==> src/rtl/recorder_control_fsm_pkg.sv <==
// Shared state codes and sizing helpers for the recorder sequencer and its display neighbours.
// State encodings are fixed because the display stage decodes them directly.
package recorder_control_fsm_pkg;

  typedef enum logic [1:0] {
    ST_IDLE   = 2'd0,
    ST_RECORD = 2'd1,
    ST_PLAY   = 2'd2
  } state_t;

  localparam int DEF_ADDR_W          = 17;
  localparam int DEF_DEBOUNCE_CYCLES = 16;

  // Counter must hold DEBOUNCE_CYCLES-1; at least one bit.
  function automatic int cnt_width(input int cycles);
    return (cycles <= 2) ? 1 : $clog2(cycles);
  endfunction

endpackage

==> src/rtl/recorder_control_fsm_if.sv <==
// Sample-memory strobes and status levels from the recorder sequencer to memory/display.
// Master drives everything; slave only observes.
interface recorder_control_fsm_if #(
  parameter int ADDR_W = recorder_control_fsm_pkg::DEF_ADDR_W
);

  logic [ADDR_W-1:0] mem_addr;
  logic              mem_we;
  logic              mem_re;
  logic              recording;
  logic              playing;
  logic [ADDR_W:0]   rec_length;
  logic              have_recording;

  modport master (
    output mem_addr,
    output mem_we,
    output mem_re,
    output recording,
    output playing,
    output rec_length,
    output have_recording
  );

  modport slave (
    input mem_addr,
    input mem_we,
    input mem_re,
    input recording,
    input playing,
    input rec_length,
    input have_recording
  );

endinterface

==> src/rtl/recorder_control_fsm_button_debouncer.sv <==
// Button debouncer: 2-flop sync, stability counter, one-cycle press pulse on accepted rising level.
// Pulse is visible DEBOUNCE_CYCLES+2 edges after a clean raw rise, so a consumer reacts on edge +3.
module recorder_control_fsm_button_debouncer
  import recorder_control_fsm_pkg::*;
#(
  parameter int DEBOUNCE_CYCLES = DEF_DEBOUNCE_CYCLES
) (
  input  logic scaled_clock,
  input  logic reset,
  input  logic raw,
  output logic press
);

  localparam int               CNT_W    = cnt_width(DEBOUNCE_CYCLES);
  localparam logic [CNT_W-1:0] CNT_LAST = CNT_W'(DEBOUNCE_CYCLES - 1);
  localparam logic [CNT_W-1:0] CNT_ONE  = CNT_W'(1);

  logic             sync_a;
  logic             sync_b;
  logic             level;
  logic             level_d;
  logic [CNT_W-1:0] cnt;

  always_ff @(posedge scaled_clock or posedge reset) begin
    if (reset) begin
      sync_a  <= 1'b0;
      sync_b  <= 1'b0;
      level   <= 1'b0;
      level_d <= 1'b0;
      cnt     <= '0;
    end else begin
      sync_a  <= raw;
      sync_b  <= sync_a;
      level_d <= level;
      // Count consecutive cycles the synced input disagrees with the accepted level.
      if (sync_b == level) begin
        cnt <= '0;
      end else if (cnt == CNT_LAST) begin
        level <= sync_b;
        cnt   <= '0;
      end else begin
        cnt <= cnt + CNT_ONE;
      end
    end
  end

  assign press = level & ~level_d;

endmodule

==> src/rtl/recorder_control_fsm.sv <==
// Record/playback sequencer: debounced buttons drive IDLE/RECORD/PLAY, sample-rate memory strobes.
// Strobes are combinational on sample_tick; address, status and take length are registered.
module recorder_control_fsm
  import recorder_control_fsm_pkg::*;
#(
  parameter int ADDR_W          = DEF_ADDR_W,
  parameter int DEBOUNCE_CYCLES = DEF_DEBOUNCE_CYCLES
) (
  input  logic                   scaled_clock,
  input  logic                   reset,
  input  logic                   record_btn,
  input  logic                   play_btn,
  input  logic                   sample_tick,
  recorder_control_fsm_if.master bus
);

  localparam int                LEN_W    = ADDR_W + 1;
  localparam logic [ADDR_W-1:0] ADDR_MAX = '1;
  localparam logic [ADDR_W-1:0] ADDR_ONE = ADDR_W'(1);
  localparam logic [LEN_W-1:0]  LEN_ONE  = LEN_W'(1);
  localparam logic [LEN_W-1:0]  LEN_ZERO = '0;
  localparam logic [LEN_W-1:0]  LEN_FULL = {1'b1, {ADDR_W{1'b0}}};

  state_t            state;
  state_t            state_nxt;
  logic [ADDR_W-1:0] addr_q;
  logic [ADDR_W-1:0] addr_nxt;
  logic [LEN_W-1:0]  len_q;
  logic [LEN_W-1:0]  len_nxt;
  logic              rec_q;
  logic              play_q;
  logic              rec_press;
  logic              play_press;

  recorder_control_fsm_button_debouncer #(
    .DEBOUNCE_CYCLES(DEBOUNCE_CYCLES)
  ) u_rec_db (
    .scaled_clock(scaled_clock),
    .reset       (reset),
    .raw         (record_btn),
    .press       (rec_press)
  );

  recorder_control_fsm_button_debouncer #(
    .DEBOUNCE_CYCLES(DEBOUNCE_CYCLES)
  ) u_play_db (
    .scaled_clock(scaled_clock),
    .reset       (reset),
    .raw         (play_btn),
    .press       (play_press)
  );

  always_comb begin
    state_nxt = state;
    addr_nxt  = addr_q;
    len_nxt   = len_q;
    case (state)
      ST_IDLE: begin
        addr_nxt = '0;
        if (rec_press) begin
          // A new take invalidates the old one immediately.
          state_nxt = ST_RECORD;
          len_nxt   = LEN_ZERO;
        end else if (play_press && (len_q != LEN_ZERO)) begin
          state_nxt = ST_PLAY;
        end
      end
      ST_RECORD: begin
        if (sample_tick) begin
          addr_nxt = addr_q + ADDR_ONE;
        end
        if (sample_tick && (addr_q == ADDR_MAX)) begin
          state_nxt = ST_IDLE;
          addr_nxt  = '0;
          len_nxt   = LEN_FULL;
        end else if (rec_press) begin
          // addr_q already counts the samples written; add a same-cycle write.
          state_nxt = ST_IDLE;
          addr_nxt  = '0;
          len_nxt   = {1'b0, addr_q} + (sample_tick ? LEN_ONE : LEN_ZERO);
        end
      end
      ST_PLAY: begin
        if (sample_tick) begin
          addr_nxt = addr_q + ADDR_ONE;
        end
        if ((sample_tick && (({1'b0, addr_q} + LEN_ONE) == len_q)) || play_press) begin
          state_nxt = ST_IDLE;
          addr_nxt  = '0;
        end
      end
      default: begin
        state_nxt = ST_IDLE;
        addr_nxt  = '0;
      end
    endcase
  end

  always_ff @(posedge scaled_clock or posedge reset) begin
    if (reset) begin
      state  <= ST_IDLE;
      addr_q <= '0;
      len_q  <= '0;
      rec_q  <= 1'b0;
      play_q <= 1'b0;
    end else begin
      state  <= state_nxt;
      addr_q <= addr_nxt;
      len_q  <= len_nxt;
      rec_q  <= (state_nxt == ST_RECORD);
      play_q <= (state_nxt == ST_PLAY);
    end
  end

  assign bus.mem_addr       = addr_q;
  assign bus.mem_we         = rec_q & sample_tick;
  assign bus.mem_re         = play_q & sample_tick;
  assign bus.recording      = rec_q;
  assign bus.playing        = play_q;
  assign bus.rec_length     = len_q;
  assign bus.have_recording = (len_q != LEN_ZERO);

endmodule

==> src/flat_wrapper.sv <==
// flat-port wrapper written by rule: the top's interface ports become plain ports
module recorder_control_fsm_flat import recorder_control_fsm_pkg::*;
#(
  parameter int ADDR_W          = DEF_ADDR_W,
  parameter int DEBOUNCE_CYCLES = DEF_DEBOUNCE_CYCLES
)
  (scaled_clock, reset, record_btn, play_btn, sample_tick, bus_mem_addr, bus_mem_we, bus_mem_re, bus_recording, bus_playing, bus_rec_length, bus_have_recording);
  recorder_control_fsm_if #(.ADDR_W(ADDR_W)) bus_i ();
  input  logic scaled_clock;
  input  logic reset;
  input  logic record_btn;
  input  logic play_btn;
  input  logic sample_tick;
  output wire logic [$bits(bus_i.mem_addr)-1:0] bus_mem_addr;
  output wire logic [$bits(bus_i.mem_we)-1:0] bus_mem_we;
  output wire logic [$bits(bus_i.mem_re)-1:0] bus_mem_re;
  output wire logic [$bits(bus_i.recording)-1:0] bus_recording;
  output wire logic [$bits(bus_i.playing)-1:0] bus_playing;
  output wire logic [$bits(bus_i.rec_length)-1:0] bus_rec_length;
  output wire logic [$bits(bus_i.have_recording)-1:0] bus_have_recording;
  assign bus_mem_addr = bus_i.mem_addr;
  assign bus_mem_we = bus_i.mem_we;
  assign bus_mem_re = bus_i.mem_re;
  assign bus_recording = bus_i.recording;
  assign bus_playing = bus_i.playing;
  assign bus_rec_length = bus_i.rec_length;
  assign bus_have_recording = bus_i.have_recording;
  recorder_control_fsm #(.ADDR_W(ADDR_W), .DEBOUNCE_CYCLES(DEBOUNCE_CYCLES)) u_core (.scaled_clock(scaled_clock), .reset(reset), .record_btn(record_btn), .play_btn(play_btn), .sample_tick(sample_tick), .bus(bus_i));
endmodule
==> config.mk <==
export PLATFORM = sky130hd
export DESIGN_NAME = recorder_control_fsm_flat
export DESIGN_NICKNAME = d
export VERILOG_FILES = /design/src/rtl/recorder_control_fsm_pkg.sv /design/src/rtl/recorder_control_fsm_if.sv /design/src/rtl/recorder_control_fsm_button_debouncer.sv /design/src/rtl/recorder_control_fsm.sv /design/src/flat_wrapper.sv
export SDC_FILE = /design/constraint.sdc
export NUM_CORES = 1
export LEC_CHECK = 0
export CORE_UTILIZATION = 60
export DETAILED_ROUTE_END_ITERATION = 12
export DONT_BUFFER_PORTS = 1
export GPL_ROUTABILITY_DRIVEN = 1
export GPL_TIMING_DRIVEN = 0
export PLACE_DENSITY = 0.76
export SLEW_MARGIN = 40
export SYNTH_ARGS = -nofsm -noshare
export SYNTH_HDL_FRONTEND = slang
export SYNTH_SLANG_ARGS = --single-unit
==> constraint.sdc <==
create_clock -name scaled_clock -period 5.5 [get_ports scaled_clock]
set_clock_uncertainty 0.05 [all_clocks]
set_input_delay 1.375 -clock scaled_clock [delete_from_list [all_inputs] [get_ports scaled_clock]]
set_output_delay 1.375 -clock scaled_clock [all_outputs]
set_load 0.01 [all_outputs]
==> results of run 1 <==
[where the power goes]
part | switching, mW | internal (mW)
sequential | 0.00453 | 0.409
clock | 0.136 | 0.0918
combinational | 0.0174 | 0.00842
[sequential cells by signal, indices dropped and copies added, names as in the netlist]
name,flops
u_core.u_play_db.sync_a,1
u_core.bus.playing,1
u_core.u_play_db.level,1
u_core.u_rec_db.level_d,1
u_core.u_play_db.sync_b,1
u_core.u_play_db.cnt,4
u_core.bus.recording,1
u_core.state,2
u_core.u_rec_db.level,1
u_core.u_play_db.level_d,1
u_core.u_rec_db.cnt,4
u_core.bus.mem_addr,17
u_core.u_rec_db.sync_b,1
u_core.bus.rec_length,18
u_core.u_rec_db.sync_a,1
[logic make-up (layout without fill, tap and decap cells)]
kind of cell / count (synthesis) / in the layout / synth area share (%)
compound gates: 53 / 53 / 11.2
xor+xnor: 52 / 52 / 13.7
fa+ha+maj: 10 / 10 / 3.77
buf+inv: 27 / 36 / 4.52
flops: 55 / 55 / 41.4
mux: 5 / 5 / 1.62
simple gates: 156 / 156 / 23.8
[worst max path at each step]
stage	start	end	slack, ns	cells after the start
global route	u_core.bus.mem_addr[1]	u_core.bus.mem_addr[14]	1.48	12
finish	u_core.bus.mem_addr[1]	u_core.bus.mem_addr[15]	1.84	12
detailed placement	u_core.bus.mem_addr[1]	u_core.bus.mem_addr[10]	1.83	12
CTS	u_core.bus.mem_addr[1]	u_core.bus.mem_addr[10]	1.83	12
global placement	u_core.bus.mem_addr[1]	u_core.bus.mem_addr[15]	1.89	12
floorplan	sample_tick	bus_mem_re	2.22	2
[critical path: cells and delay by family (launching register included)]
family                     cells  cell delay (ns)
xor gates and xnor gates       1             0.19
AOI/OAI and AO/OA              3             0.77
adders and majority gates      2             0.58
buffers and inverters          1             0.21
DFF                            1             0.52
and+or+nand+nor                5             1.22
[cell type report]
cell class	count	area (um^2)	area share, %
Tap cell	70	87.6	2.49
Timing Repair Buffer	1	20.0	0.569
Multi-Input combinational cell	276	1790	51.0
Buffer	21	128	3.62
Clock inverter	2	17.5	0.498
Clock buffer	6	72.6	2.06
Inverter	6	25.0	0.711
Sequential cell	55	1380	39.1
[per-stage QoR]
| stage | setup slack [ns] | cells |
|---|---|---|
| 2_1_floorplan | 2.22 | 358 |
| 3_3_place_gp | 1.89 | 428 |
| 3_5_place_dp | 1.83 | 429 |
| 4_1_cts | 1.83 | 437 |
| 5_1_grt | 1.48 | 437 |
| 6_report | 1.84 | 437 |
[per-layer routing]
layer | up-vias | part of all wire, % | global-route usage (%)
li1 | 1239 | - | -
met1 | 1257 | 42 | 39.6
met2 | 113 | 46 | 43.8
met3 | 22 | 8.8 | 6.71
met4 | 0 | 2.9 | 12.3
met5 | - | 0 | 0
[cell usage in the layout (no fill, tap or decap), types with 3 or more instances in the layout]
cell and n:
nor3_1 14, or2_2 6, buf_2 5, nor2b_1 6, a21oi_1 6, nor2_1 36, dfrtp_1 55, o21ai_0 23
nor3b_1 8, inv_1 5, buf_6 3, xor2_1 15, clkbuf_1 8, nor4_1 5, nand2_1 47, a31oi_1 5
buf_4 5, o31ai_1 3, o21a_1 3, nand4_1 8, xnor2_1 37, clkbuf_8 5, ha_1 10, nand3_1 10
mux2_2 3
[synth_stat cells (2+ instances only)]
| library cell | count | area (um^2) |
|---|---|---|
| dfrtp_1 | 55 | 1380 |
| nand2_1 | 47 | 176 |
| xnor2_1 | 37 | 324 |
| nor2_1 | 36 | 135 |
| o21ai_0 | 23 | 115 |
| xor2_1 | 15 | 131 |
| nor3_1 | 14 | 70.1 |
| ha_1 | 10 | 125 |
| nand3_1 | 10 | 50.1 |
| nand4_1 | 8 | 50.1 |
| nor3b_1 | 8 | 60.1 |
| clkbuf_1 | 7 | 26.3 |
| a21oi_1 | 6 | 30.0 |
| inv_1 | 6 | 22.5 |
| nor2b_1 | 6 | 37.5 |
| or2_2 | 6 | 37.5 |
| a31oi_1 | 5 | 31.3 |
| buf_2 | 5 | 25.0 |
| buf_4 | 5 | 37.5 |
| nor4_1 | 5 | 31.3 |
| buf_6 | 3 | 33.8 |
| mux2_2 | 3 | 33.8 |
| o21a_1 | 3 | 22.5 |
| o31ai_1 | 3 | 22.5 |
| a22o_1 | 2 | 17.5 |
| and2_1 | 2 | 12.5 |
| and4_1 | 2 | 17.5 |
| mux2i_1 | 2 | 20.0 |
| nand4b_1 | 2 | 17.5 |
| o311ai_0 | 2 | 17.5 |
| or3_1 | 2 | 12.5 |
==> results.md, run 1 <==
* Post-DR vias/cell at 6.02
* Slowest stage delay, CP at 0.52 ns
* Crit path cell chain: ha_1 -> nand3_1 -> nor3_1 -> ha_1 -> xnor2_1 -> and4_1 -> o211ai_1 -> nor4_1 -> o2111ai_2 -> a21oi_4 -> buf_6 -> nor2_1
* Worst reg2reg path depth at 12
* Fill cells at 437
* Root Driver: clkbuf_8
* Worst Setup Path Type: reg -> reg
* WP data required at 5.65 ns
* CP arrival at 3.82 ns
* Longest Clk Path Bufs at 2
* Worst R2R End: u_core.bus.mem_addr[15]
* Leak at 1.43 nW
* Sequential area share after synthesis at 41.4%
* Dpl cell area at 3430 um^2
* H-tree depth at 2
* RSZ-0062 raised after global routing: no
* Finish-stage setup viols at 0
* Status: finished, final reports clean
* Hpwl dp at 5.58 mm
* CP max-delay cell: dfrtp_1
* Layout area overhead at 6.03%
* Chip width at 76.4 um
* Power Density at 190 nW/um^2
* Worst-path clk slew at 0.10 ns
* Final hold vios at 0
* CP endpoint kind: register
* Routability-driven placement congestion ratio at 0.914
* Worst Hold Depth at 0
* Post-route cell area at 3520 um^2
* F_max at 273 MHz
* First-pass GRT wire length at 13.1 mm
* Cell Area, Synth at 3320 um^2
* Core Area at 5200 um^2
* Gate Count Post-Synth at 358
* Startpoint types: register
* HP Class: reg -> reg
* Asr flop ratio synth at 100%
* Max VDD drop at 0.164 mV
* Nets@finish at 381
* Via count at 2,631
* Slew Viols, Final at 0
* CTS tree: done
* Yosys warnings at 0
* Die height at 76.4 um
* Post-synth cell types at 49
* Pwr Total at 0.668 mW
* Max_slew headroom at 51.3%
* Hold_buf cts at 0
* Worst Tran Pin Value at 0.726 ns
* Vias in the first global route at 2,678
* FF-to-FF setup slack at 1.84 ns
* TritonCTS Buffers at 5
* Port Buffers at 0
* Most used cell, CP: ha_1
* Syn nets at 373
* Final period util at 66.6%
* Synth Flop Type: dfrtp_1
* TritonCTS Sinks at 55
* Worst-path fanout max at 10
* Ports at 45
* Layout cells sized above 1 at 11.2%
* Pre-Repair DR Iteration Count at 4
* Average wire per standard cell at 17.7 um
* # Post-CTS Setup Buffers at 0
* Antenna cells at 0
* Register bit total from synthesis at 55
* Initial core utilization at 63.8%
* Grt ovf at 0
* Post-layout minimum cycle time at 3.66 ns
* Wirelength, routed at 7.75 mm
* Global Route Usage Sum at 28.8%
* Setup TNS at 0 ns
* Largest net degree at the start of global routing at 40
* CTS resizes at 0
* Residual DRC at 0
* Initial DRC Count at 328
* Initial antenna violation count at 0
* Number of routed nets with antenna violations at 0
* Worst skew pair latency at 0.31 ns
* Post-synth EDFFs at 0
* Util after Layout at 67.6%
* Row cnt at 26
* Max Cap Viol at 0
* Mean area per synthesized cell at 9.28 um^2
* Full die area at 5840 um^2
* Hold Crit Endpoint: u_core.u_play_db.sync_b
* Fin Hold WS at 0.317 ns
* Reg-to-Reg Start: u_core.bus.mem_addr[1]
* HP Start: u_core.u_play_db.sync_a
Note: power is estimated with default switching activity, not from simulation.
==> run 2: changes to the inputs <==
==> constraint.sdc (replaced) <==
create_clock -name scaled_clock -period 3.79 [get_ports scaled_clock]
set_clock_uncertainty 0.05 [all_clocks]
set_input_delay 0.9475 -clock scaled_clock [delete_from_list [all_inputs] [get_ports scaled_clock]]
set_output_delay 0.9475 -clock scaled_clock [all_outputs]
set_load 0.01 [all_outputs]
==> run 2 against run 1 <==
Clock power grew 44%. Highest routed layer unchanged. Worst setup slack lost 1.6 ns. Die area is the same. Global-route usage is the same. Power grew 45%. Hold slack is essentially flat. Sequential power grew 45%. Clock-buffer cell count is the same.
==> results.md, run 2 (synthesis gave the netlist of run 1 again) <==
* Full die area at 5840 um^2 (unchanged)
* Status: finished, final reports clean
* Worst-path clk slew at 0.10 ns (about the same)
* CP endpoint kind: register
* Max reg flops at 18 (unchanged)
* Worst R2R End: u_core.bus.mem_addr[15]
* Largest net degree at the start of global routing at 40 (unchanged)
* Startpoint types: register
* Row cnt at 26 (unchanged)
* Worst skew pair latency at 0.31 ns (about the same)
* Worst Hold Depth at 0 (unchanged)
* Post-layout minimum cycle time at 3.54 ns (-0.127 ns)
* Die height at 76.4 um (unchanged)
* Grt ovf at 0 (unchanged)
* Global Route Usage Sum at 28.8% (unchanged)
* Core Area at 5200 um^2 (unchanged)
* Initial DRC Count at 277 (-16%)
* Ports at 45 (unchanged)
* Initial core utilization at 63.8% (unchanged)
* HP Start: u_core.u_play_db.sync_a
* Slew Viols, Final at 0 (unchanged)
* Power Density at 273 nW/um^2 (+44%)
* Initial antenna violation count at 0 (unchanged)
* Number of routed nets with antenna violations at 0 (unchanged)
* Leak at 1.44 nW (+0.53%)
* Residual DRC at 0 (unchanged)
* Worst reg2reg path depth at 13 (+1)
* Hold Crit Endpoint: u_core.u_play_db.sync_b
* Most frequent cells in the layout: dfrtp_1, nand2_1, xnor2_1
* Worst-path fanout max at 10 (unchanged)
* Cells after DPL at 429 (unchanged)
* Setup TNS at 0 ns (unchanged)
* WP data required at 3.94 ns (-1.71 ns)
* Wirelength, routed at 7.82 mm (+0.94%)
* Antenna cells at 0 (unchanged)
* Port Buffers at 0 (unchanged)
* Max Cap Viol at 0 (unchanged)
* CTS tree: done
* Reg-to-Reg Start: u_core.bus.mem_addr[10]
* Average wire per standard cell at 17.8 um (+0.48%)
* Layout cells sized above 1 at 11.9% (+0.75 points)
* Pre-Repair DR Iteration Count at 4 (unchanged)
* Via count at 2,671 (+1.5%)
* Vias in the first global route at 2,678 (unchanged)
* Post-DR vias/cell at 6.08 (+1.1%)
* HP Class: reg -> reg
* Dpl cell area at 3430 um^2 (unchanged)
* Root Driver: clkbuf_8
* FF-to-FF setup slack at 0.25 ns (-1.58 ns)
* Final hold vios at 0 (unchanged)
* Commonest non-fill, non-tap cell in the layout: dfrtp_1
* Finish-stage setup viols at 0 (unchanged)
* TritonCTS Sinks at 55 (unchanged)
* Worst Tran Pin Value at 0.699 ns (-0.0268 ns)
* Hpwl dp at 5.58 mm (unchanged)
* Final period util at 93.3% (+27 points)
* CP arrival at 3.69 ns (-0.13 ns)
* Fin cells at 439 (+0.46%)
* F_max at 283 MHz (+3.6%)
* TritonCTS Buffers at 5 (unchanged)
* Longest Clk Path Bufs at 2 (unchanged)
* Crit path from: u_core.bus.mem_addr[10]
* Routability-driven placement congestion ratio at 0.914 (unchanged)
* Post-route cell area at 3540 um^2 (+0.57%)
* First-pass GRT wire length at 13.1 mm (unchanged)
* Nets@finish at 383 (+0.52%)
* Worst Setup Path Type: reg -> reg
* H-tree depth at 2 (unchanged)
* Max_slew headroom at 53.1% (+1.8 points)
* Pwr Total at 0.967 mW (+45%)
* Chip width at 76.4 um (unchanged)
* Max VDD drop at 0.237 mV (+44%)
* Layout area overhead at 6.63%
## run 2: worst max path at each step
stage | slack (ns) | cells after the start | end
final | 0.25 | 13 | u_core.bus.mem_addr[15]
after global routing | -0.004 | 12 | u_core.bus.mem_addr[14]
after CTS | 0.12 | 12 | u_core.bus.mem_addr[10]
after detailed placement | 0.12 | 12 | u_core.bus.mem_addr[10]
after global placement | 0.18 | 12 | u_core.bus.mem_addr[15]
after floorplan | 0.85 | 13 | u_core.bus.mem_addr[10]
## run 2: cell type report
type | instances | area (um^2)
Clock inverter | 2 | 17.5
Clock buffer | 6 | 72.6
Tap cell | 70 | 87.6
Fill cell | 437 | 1660
Buffer | 21 | 128
Inverter | 6 | 25.0
Sequential cell | 55 | 1380
Multi-Input combinational cell | 276 | 1800
Timing Repair Buffer | 3 | 35.0
## run 2: through the flow
step                utilization, %  setup WS (ns)  hold slack [ns]
floorplan                        -          0.853            0.281
global placement              65.5          0.177            0.289
detailed placement            65.9          0.125            0.294
CTS                           67.6          0.119            0.317
global route                  68.0       -0.00436            0.323
finish                        68.0          0.254            0.317
## run 2: routing by layer
| metal | vias to the layer above | GRT usage [%] | part of all wire, % |
|---|---|---|---|
| met5 | - | 0 | 0 |
| met1 | 1280 | 39.6 | 42 |
| met3 | 26 | 6.71 | 8.4 |
| met2 | 123 | 43.8 | 46 |
| li1 | 1242 | - | - |
| met4 | 0 | 12.3 | 3.1 |
## run 2: critical path: stages (launching register included)
cell,delay [ns]
dfrtp_1,0.42
buf_2,0.22
nand4_1,0.19
or2_2,0.36
nor3_1,0.18
ha_1,0.29
xnor2_1,0.18
and4_1,0.23
o211ai_1,0.12
nor4_1,0.35
o2111ai_2,0.25
a21oi_4,0.31
buf_6,0.20
nor2_1,0.06
## run 2: where the power goes
part	switching (mW)	total, mW	internal [mW]
clock	0.195	0.328	0.133
sequential	0.00661	0.601	0.594
combinational	0.0256	0.0384	0.0128
## run 2: what timing repair did
item                                    CTS  global route
hold buffers                              0             0
setup buffers                             0             2
resized for setup                         0             1
endpoints found under the setup margin    0            17
